<file path="src/rtl/seg7_scan_if.sv">
// Bundles the display driver's data inputs and display pin outputs.
// Signal prefixes are from the driver's (slave) side.
interface seg7_scan_if #(
  parameter int unsigned DIGITS = 4
) ();
  logic [4*DIGITS-1:0] i_din;
  logic [DIGITS-1:0]   i_dp_in;
  logic [DIGITS-1:0]   i_digit_en;
  logic                i_load;
  logic                i_hex_mode;
  logic                i_lzs;
  logic [6:0]          o_seg;
  logic                o_dp;
  logic [DIGITS-1:0]   o_an;
  logic                o_frame_done;

  modport master (
    output i_din, i_dp_in, i_digit_en, i_load, i_hex_mode, i_lzs,
    input  o_seg, o_dp, o_an, o_frame_done
  );

  modport slave (
    input  i_din, i_dp_in, i_digit_en, i_load, i_hex_mode, i_lzs,
    output o_seg, o_dp, o_an, o_frame_done
  );
endinterface

</file>
<file path="src/rtl/seg7_scan_driver.sv">
// Time-multiplexed multi-digit 7-segment driver: blanked digit slots, BCD/hex decode,
// leading-zero suppression and frame-synchronous (tear-free) display updates.
module seg7_scan_driver #(
  parameter int unsigned DIGITS         = 4,
  parameter int unsigned SCAN_DIV       = 1000,
  parameter int unsigned BLANK_CYCLES   = 2,
  parameter int unsigned SEG_ACTIVE_LOW = 1,
  parameter int unsigned AN_ACTIVE_LOW  = 1
) (
  input  logic        i_clk,
  input  logic        i_rst_n,
  seg7_scan_if.slave  io_bus
);

  localparam int unsigned      CntW   = (SCAN_DIV > 1) ? $clog2(SCAN_DIV) : 1;
  localparam int unsigned      IdxW   = (DIGITS > 1) ? $clog2(DIGITS) : 1;
  localparam logic [CntW-1:0]  CntMax = CntW'(SCAN_DIV - 1);
  localparam logic [IdxW-1:0]  IdxMax = IdxW'(DIGITS - 1);
  localparam logic [6:0]       SegInv = (SEG_ACTIVE_LOW != 0) ? 7'h7F : 7'h00;
  localparam logic             DpInv  = (SEG_ACTIVE_LOW != 0);
  localparam logic [DIGITS-1:0] AnInv = (AN_ACTIVE_LOW != 0) ? {DIGITS{1'b1}} : '0;

  typedef enum logic [0:0] {StBlank, StOn} state_e;
  localparam state_e StFirst = (BLANK_CYCLES != 0) ? StBlank : StOn;

  logic [CntW-1:0]         r_cnt, w_cnt_d;
  logic [IdxW-1:0]         r_idx, w_idx_d;
  state_e                  r_state, w_state_d;
  logic                    w_wrap, w_blank_next, w_frame_start;

  logic [DIGITS-1:0][3:0]  r_shadow, r_disp;
  logic [DIGITS-1:0]       r_shadow_dp, r_disp_dp;
  logic                    r_pending;

  logic [3:0]              w_code;
  logic [6:0]              w_seg_act;
  logic [DIGITS-1:0]       w_supp;
  logic                    w_lz_acc, w_dark;
  logic [6:0]              w_seg_d, r_seg;
  logic                    w_dp_d, r_dp;
  logic [DIGITS-1:0]       w_an_d, r_an;
  logic                    w_fd_d, r_frame_done;

  function automatic logic [6:0] f_decode(input logic [3:0] code);
    logic [6:0] s;
    case (code)
      4'h0: s = 7'h7E;
      4'h1: s = 7'h30;
      4'h2: s = 7'h6D;
      4'h3: s = 7'h79;
      4'h4: s = 7'h33;
      4'h5: s = 7'h5B;
      4'h6: s = 7'h5F;
      4'h7: s = 7'h70;
      4'h8: s = 7'h7F;
      4'h9: s = 7'h7B;
      4'hA: s = 7'h77;
      4'hB: s = 7'h1F;
      4'hC: s = 7'h4E;
      4'hD: s = 7'h3D;
      4'hE: s = 7'h4F;
      4'hF: s = 7'h47;
    endcase
    return s;
  endfunction

  assign w_wrap        = (r_cnt == CntMax);
  assign w_frame_start = (r_cnt == '0) && (r_idx == '0);

  // Blank phase membership is decided from the count the slot is about to hold.
  if (BLANK_CYCLES == 0) begin : g_no_blank
    assign w_blank_next = 1'b0;
  end else begin : g_blank
    localparam logic [CntW-1:0] BlankLim = CntW'(BLANK_CYCLES);
    assign w_blank_next = (w_cnt_d < BlankLim);
  end

  always_comb begin
    w_cnt_d   = w_wrap ? '0 : r_cnt + 1'b1;
    w_idx_d   = r_idx;
    if (w_wrap) begin
      w_idx_d = (r_idx == IdxMax) ? '0 : r_idx + 1'b1;
    end
    w_state_d = w_blank_next ? StBlank : StOn;
  end

  always_ff @(posedge i_clk) begin
    if (!i_rst_n) begin
      r_cnt   <= '0;
      r_idx   <= '0;
      r_state <= StFirst;
    end else begin
      r_cnt   <= w_cnt_d;
      r_idx   <= w_idx_d;
      r_state <= w_state_d;
    end
  end

  // A load coinciding with the frame start bypasses the shadow and leaves nothing pending.
  always_ff @(posedge i_clk) begin
    if (!i_rst_n) begin
      r_shadow    <= '0;
      r_shadow_dp <= '0;
      r_disp      <= '0;
      r_disp_dp   <= '0;
      r_pending   <= 1'b0;
    end else begin
      if (io_bus.i_load) begin
        r_shadow    <= io_bus.i_din;
        r_shadow_dp <= io_bus.i_dp_in;
      end
      if (w_frame_start && io_bus.i_load) begin
        r_disp    <= io_bus.i_din;
        r_disp_dp <= io_bus.i_dp_in;
        r_pending <= 1'b0;
      end else if (w_frame_start && r_pending) begin
        r_disp    <= r_shadow;
        r_disp_dp <= r_shadow_dp;
        r_pending <= 1'b0;
      end else if (io_bus.i_load) begin
        r_pending <= 1'b1;
      end
    end
  end

  always_comb begin
    w_code    = r_disp[r_idx];
    w_seg_act = f_decode(w_code);
    w_lz_acc  = 1'b1;
    w_supp    = '0;
    for (int i = int'(DIGITS) - 1; i >= 0; i--) begin
      w_lz_acc  = w_lz_acc & (r_disp[i] == 4'h0);
      w_supp[i] = w_lz_acc & io_bus.i_lzs & (i != 0);
    end
    w_dark = !io_bus.i_digit_en[r_idx] || (!io_bus.i_hex_mode && (w_code > 4'd9)) ||
             w_supp[r_idx];

    w_seg_d = SegInv;
    w_dp_d  = DpInv;
    w_an_d  = AnInv;
    if (r_state == StOn) begin
      w_an_d = AnInv ^ (DIGITS'(1) << r_idx);
      if (!w_dark) begin
        w_seg_d = w_seg_act ^ SegInv;
        w_dp_d  = r_disp_dp[r_idx] ^ DpInv;
      end
    end
    w_fd_d = w_wrap && (r_idx == IdxMax);
  end

  always_ff @(posedge i_clk) begin
    if (!i_rst_n) begin
      r_seg        <= SegInv;
      r_dp         <= DpInv;
      r_an         <= AnInv;
      r_frame_done <= 1'b0;
    end else begin
      r_seg        <= w_seg_d;
      r_dp         <= w_dp_d;
      r_an         <= w_an_d;
      r_frame_done <= w_fd_d;
    end
  end

  assign io_bus.o_seg        = r_seg;
  assign io_bus.o_dp         = r_dp;
  assign io_bus.o_an         = r_an;
  assign io_bus.o_frame_done = r_frame_done;

endmodule
</file>
<file path="src/flat_wrapper.sv">
// flat-port wrapper written by rule: the top's interface ports become plain ports
module seg7_scan_driver_flat 
#(
  parameter int unsigned DIGITS         = 4,
  parameter int unsigned SCAN_DIV       = 1000,
  parameter int unsigned BLANK_CYCLES   = 2,
  parameter int unsigned SEG_ACTIVE_LOW = 1,
  parameter int unsigned AN_ACTIVE_LOW  = 1
)
  (i_clk, i_rst_n, io_bus_i_din, io_bus_i_dp_in, io_bus_i_digit_en, io_bus_i_load, io_bus_i_hex_mode, io_bus_i_lzs, io_bus_o_seg, io_bus_o_dp, io_bus_o_an, io_bus_o_frame_done);
  seg7_scan_if #(.DIGITS(DIGITS)) io_bus_i ();
  input  logic i_clk;
  input  logic i_rst_n;
  input wire logic [$bits(io_bus_i.i_din)-1:0] io_bus_i_din;
  input wire logic [$bits(io_bus_i.i_dp_in)-1:0] io_bus_i_dp_in;
  input wire logic [$bits(io_bus_i.i_digit_en)-1:0] io_bus_i_digit_en;
  input wire logic [$bits(io_bus_i.i_load)-1:0] io_bus_i_load;
  input wire logic [$bits(io_bus_i.i_hex_mode)-1:0] io_bus_i_hex_mode;
  input wire logic [$bits(io_bus_i.i_lzs)-1:0] io_bus_i_lzs;
  output wire logic [$bits(io_bus_i.o_seg)-1:0] io_bus_o_seg;
  output wire logic [$bits(io_bus_i.o_dp)-1:0] io_bus_o_dp;
  output wire logic [$bits(io_bus_i.o_an)-1:0] io_bus_o_an;
  output wire logic [$bits(io_bus_i.o_frame_done)-1:0] io_bus_o_frame_done;
  assign io_bus_i.i_din = io_bus_i_din;
  assign io_bus_i.i_dp_in = io_bus_i_dp_in;
  assign io_bus_i.i_digit_en = io_bus_i_digit_en;
  assign io_bus_i.i_load = io_bus_i_load;
  assign io_bus_i.i_hex_mode = io_bus_i_hex_mode;
  assign io_bus_i.i_lzs = io_bus_i_lzs;
  assign io_bus_o_seg = io_bus_i.o_seg;
  assign io_bus_o_dp = io_bus_i.o_dp;
  assign io_bus_o_an = io_bus_i.o_an;
  assign io_bus_o_frame_done = io_bus_i.o_frame_done;
  seg7_scan_driver #(.DIGITS(DIGITS), .SCAN_DIV(SCAN_DIV), .BLANK_CYCLES(BLANK_CYCLES), .SEG_ACTIVE_LOW(SEG_ACTIVE_LOW), .AN_ACTIVE_LOW(AN_ACTIVE_LOW)) u_core (.i_clk(i_clk), .i_rst_n(i_rst_n), .io_bus(io_bus_i));
endmodule
</file>
<file path="config.mk">
export PLATFORM = sky130hd
export DESIGN_NAME = seg7_scan_driver_flat
export DESIGN_NICKNAME = d
export VERILOG_FILES = /design/src/rtl/seg7_scan_if.sv /design/src/rtl/seg7_scan_driver.sv /design/src/flat_wrapper.sv
export SDC_FILE = /design/constraint.sdc
export NUM_CORES = 1
export LEC_CHECK = 0
export CORE_ASPECT_RATIO = 1.4
export CORE_MARGIN = 2
export CORE_UTILIZATION = 55
export DETAILED_ROUTE_END_ITERATION = 8
export PLACE_DENSITY = 0.79
export SYNTH_ARGS = -nofsm -noshare
export SYNTH_HDL_FRONTEND = slang
export SYNTH_SLANG_ARGS = --single-unit
</file>
<file path="constraint.sdc">
create_clock -name i_clk -period 3.8 [get_ports i_clk]
set_input_delay 0.38 -clock i_clk [delete_from_list [all_inputs] [get_ports i_clk]]
set_output_delay 0.38 -clock i_clk [all_outputs]
set_load 0.05 [all_outputs]
</file>
==> results.ini <==
[outcome]
status = complete, no violations

[floorplan]
initial_core_util_pct = 56.8
die_x_um = 65.4
io-pin-count = 42
chipHeight_um = 90.0
core_um2 = 5120
dieArea_um2 = 5890
fp-row-count = 31

[grt]
grt_pass1_vias = 2092
grt_max_degree = 41
grt_pass1_wl_um = 9330
antenna_found_initial = 0
grt-ovfl-total = 0
grt_usage_pct = 20.5

[place]
dp_worst_setup_slack_ns = 1.40
hpwl_um = 3830
routabilityCongestion = 0.868
io_buffer_count = 41

[timing]
finalHoldViolCount = 0
slew_violations = 0
tns_ns = 0
setup_ws_ns = 1.40
fin_crit_ns = 2.40
fmax_ghz = 0.417
rsz0062_at_grt = false
tightest_slew_ns = 0.601
slew-limit-headroom_pct = 59.9
timing.final.crit_share_pct = 63.2
finalSetupViolCount = 0
fin_skew_ns = 0.00843

[routing]
vias = 2199
wl_per_cell_um = 13.5
drt_iter0_drc = 123
avgViaCountPerCell = 5.46
ant_nets = 0
drt_pass1_iterations = 4
drc = 0
wirelength_um = 5430

[synth]
synth_area_leaders = dfxtp_1 46%, mux2i_1 7.6%, nor2_1 7.4%
ys_async_sr_fraction_pct = 0
ys_seq_elements = 67
yosysSeqAreaShare_pct = 46.1
synth_top_area_cell = dfxtp_1
synth_edf_count = 0
synth_flop_cell = dfxtp_1
synthTopCellsByCount = 67 x dfxtp_1, 57 x nor2_1, 22 x a211oi_1, 22 x mux2i_1, 12 x nand2_1
ys_types = 45
synth.top_cell.area_share_pct = 46.1
syn-num-nets = 334
synth_cells = 295
synth_area_um2 = 2910
synth_most_common_cell = dfxtp_1
ys_warn_count = 0
syn_avg_cell_area_um2 = 9.85

[power]
leakage_nw = 1.39
ir_drop_mv = 0.350
power.density_nw_per_um2 = 484

[finish]
drive_gt1_share_pct = 10.1
area_growth_pct = 21.7
n_antenna_cell = 0
nFillCells = 401
finalNetCount = 371

[clock_network]
cts_tree = built
cts_setup_buffers = 0
ctsResizeCount = 0
root_buffer = clkbuf_8
ctsHtreeMaxLevel = 3
cts-hold-fix-buffers = 0
clock_latency_ns = 0.34
cts_sinks = 67
cts_buffers = 9
clkTransAtPathRegs_ns = 0.08
clk_path_buf_depth = 2

[worst_setup_path]
worst-path-buf-inv = 1
cp_top_family = flip-flops
worstPathRequired_ns = 4.02
critPathLaunchType = register
cp_max_fo = 13
worst_setup_path_end_kind = register
worst_ep_arrival_time_ns = 2.62
worst_path_max_delay_cell = dfxtp_1
critPathMaxStageDelay_ns = 0.71
worst-setup-path-type = register to register
crit_chain = mux4_1 > inv_2 > ha_1 > nor2_1 > o21ai_4 > a21oi_2 > a31oi_1 > o211ai_1

[job]
cap_viol_max_count = 0

[min_path]
hold_class = register to register

## flip-flops by register name (all words and copies together), names as in the netlist, 2 cells and up
register and count:
u_core.r_disp 16, u_core.r_shadow 16, u_core.r_cnt 10, u_core.io_bus.o_seg 7, u_core.io_bus.o_an 4, u_core.r_disp_dp 4
u_core.r_shadow_dp 4, u_core.r_idx 2
## stage by stage
stage | hold WS [ns] | total power, mW | std cells | instance area (um^2) | utilization [%]
3_5_place_dp | 0.441 | 1.07 | 387 | 3310 | 64.7
3_3_place_gp | 0.434 | 1.07 | 387 | 3310 | 64.7
2_1_floorplan | 0.416 | 0.996 | 295 | 2910 | -
5_1_grt | 0.487 | 1.79 | 403 | 3540 | 69.1
4_1_cts | 0.455 | 1.73 | 403 | 3540 | 69.1
6_report | 0.456 | 1.71 | 403 | 3540 | 69.1
## cell families (layout without fill, tap and decap cells)
family / count (synthesis) / in the layout / synth area share (%)
and+or+nand+nor: 103 / 103 / 16.6
buffers and inverters: 31 / 73 / 5.55
xor gates and xnor gates: 7 / 7 / 2.11
DFF: 67 / 67 / 46.1
adders and majority gates: 10 / 10 / 4.30
AOI/OAI and AO/OA: 49 / 49 / 12.8
muxes: 28 / 28 / 12.5
## power by group
part           switching (mW)  internal (mW)  total (mW)
Sequential             0.0319          0.756       0.788
Combinational           0.152          0.120       0.272
Clock                   0.267          0.387       0.654
Total                   0.451           1.26        1.71
## cell type report
cell class,count,area (um^2),area share (%)
clock buffers,10,138,3.89
clock inverters,6,88.8,2.51
inverters,13,48.8,1.38
multi-input cells,197,1410,39.7
flip-flops and latches,67,1340,37.9
well taps,66,82.6,2.33
repair buffers,44,433,12.2
## final timing paths
kind / from / to / slack, ns / cells after the start
max: u_core.r_idx[0]$_SDFFE_PN0N_ / u_core.io_bus.o_seg[6]$_SDFF_PP1_ / 1.40 / 8
min: u_core.r_state$_SDFF_PN0_ / u_core.io_bus.o_an[1]$_SDFF_PN1_ / 0.46 / 1
max reg2reg: u_core.r_idx[0]$_SDFFE_PN0N_ / u_core.io_bus.o_seg[6]$_SDFF_PP1_ / 1.40 / 8
min reg2reg: u_core.r_state$_SDFF_PN0_ / u_core.io_bus.o_an[1]$_SDFF_PN1_ / 0.46 / 1
## placed cells by master (no fill, tap or decap), drive strengths merged, types with 3 or more instances in the layout
| cell | instances |
|---|---|
| ha | 10 |
| xor2 | 3 |
| dfxtp | 67 |
| mux2i | 22 |
| mux4 | 6 |
| clkdlybuf4s50 | 41 |
| nor2 | 57 |
| nand2 | 13 |
| a211oi | 22 |
| nand3 | 10 |
| xnor2 | 4 |
| and3 | 3 |
| inv | 13 |
| and4 | 3 |
| buf | 3 |
| a31oi | 4 |
| o21ai | 6 |
| a21oi | 7 |
| o211ai | 4 |
| nor3 | 3 |
| clkbuf | 10 |
## worst reg2reg max path: stages (launching register included)
cell	delay [ns]
dfxtp_1	0.71
mux4_1	0.71
inv_2	0.12
ha_1	0.21
nor2_1	0.09
o21ai_4	0.15
a21oi_2	0.05
a31oi_1	0.15
o211ai_1	0.11
## layer usage
layer  routed length [um]  share of wire (%)  global-route usage, %
met4                  100                1.8                   10.6
met2                 2760                 51                   33.7
met5                    0                  0                      0
met1                 2330                 43                   24.4
met3                  238                4.4                   4.88
(Power assumes the default switching activity.)
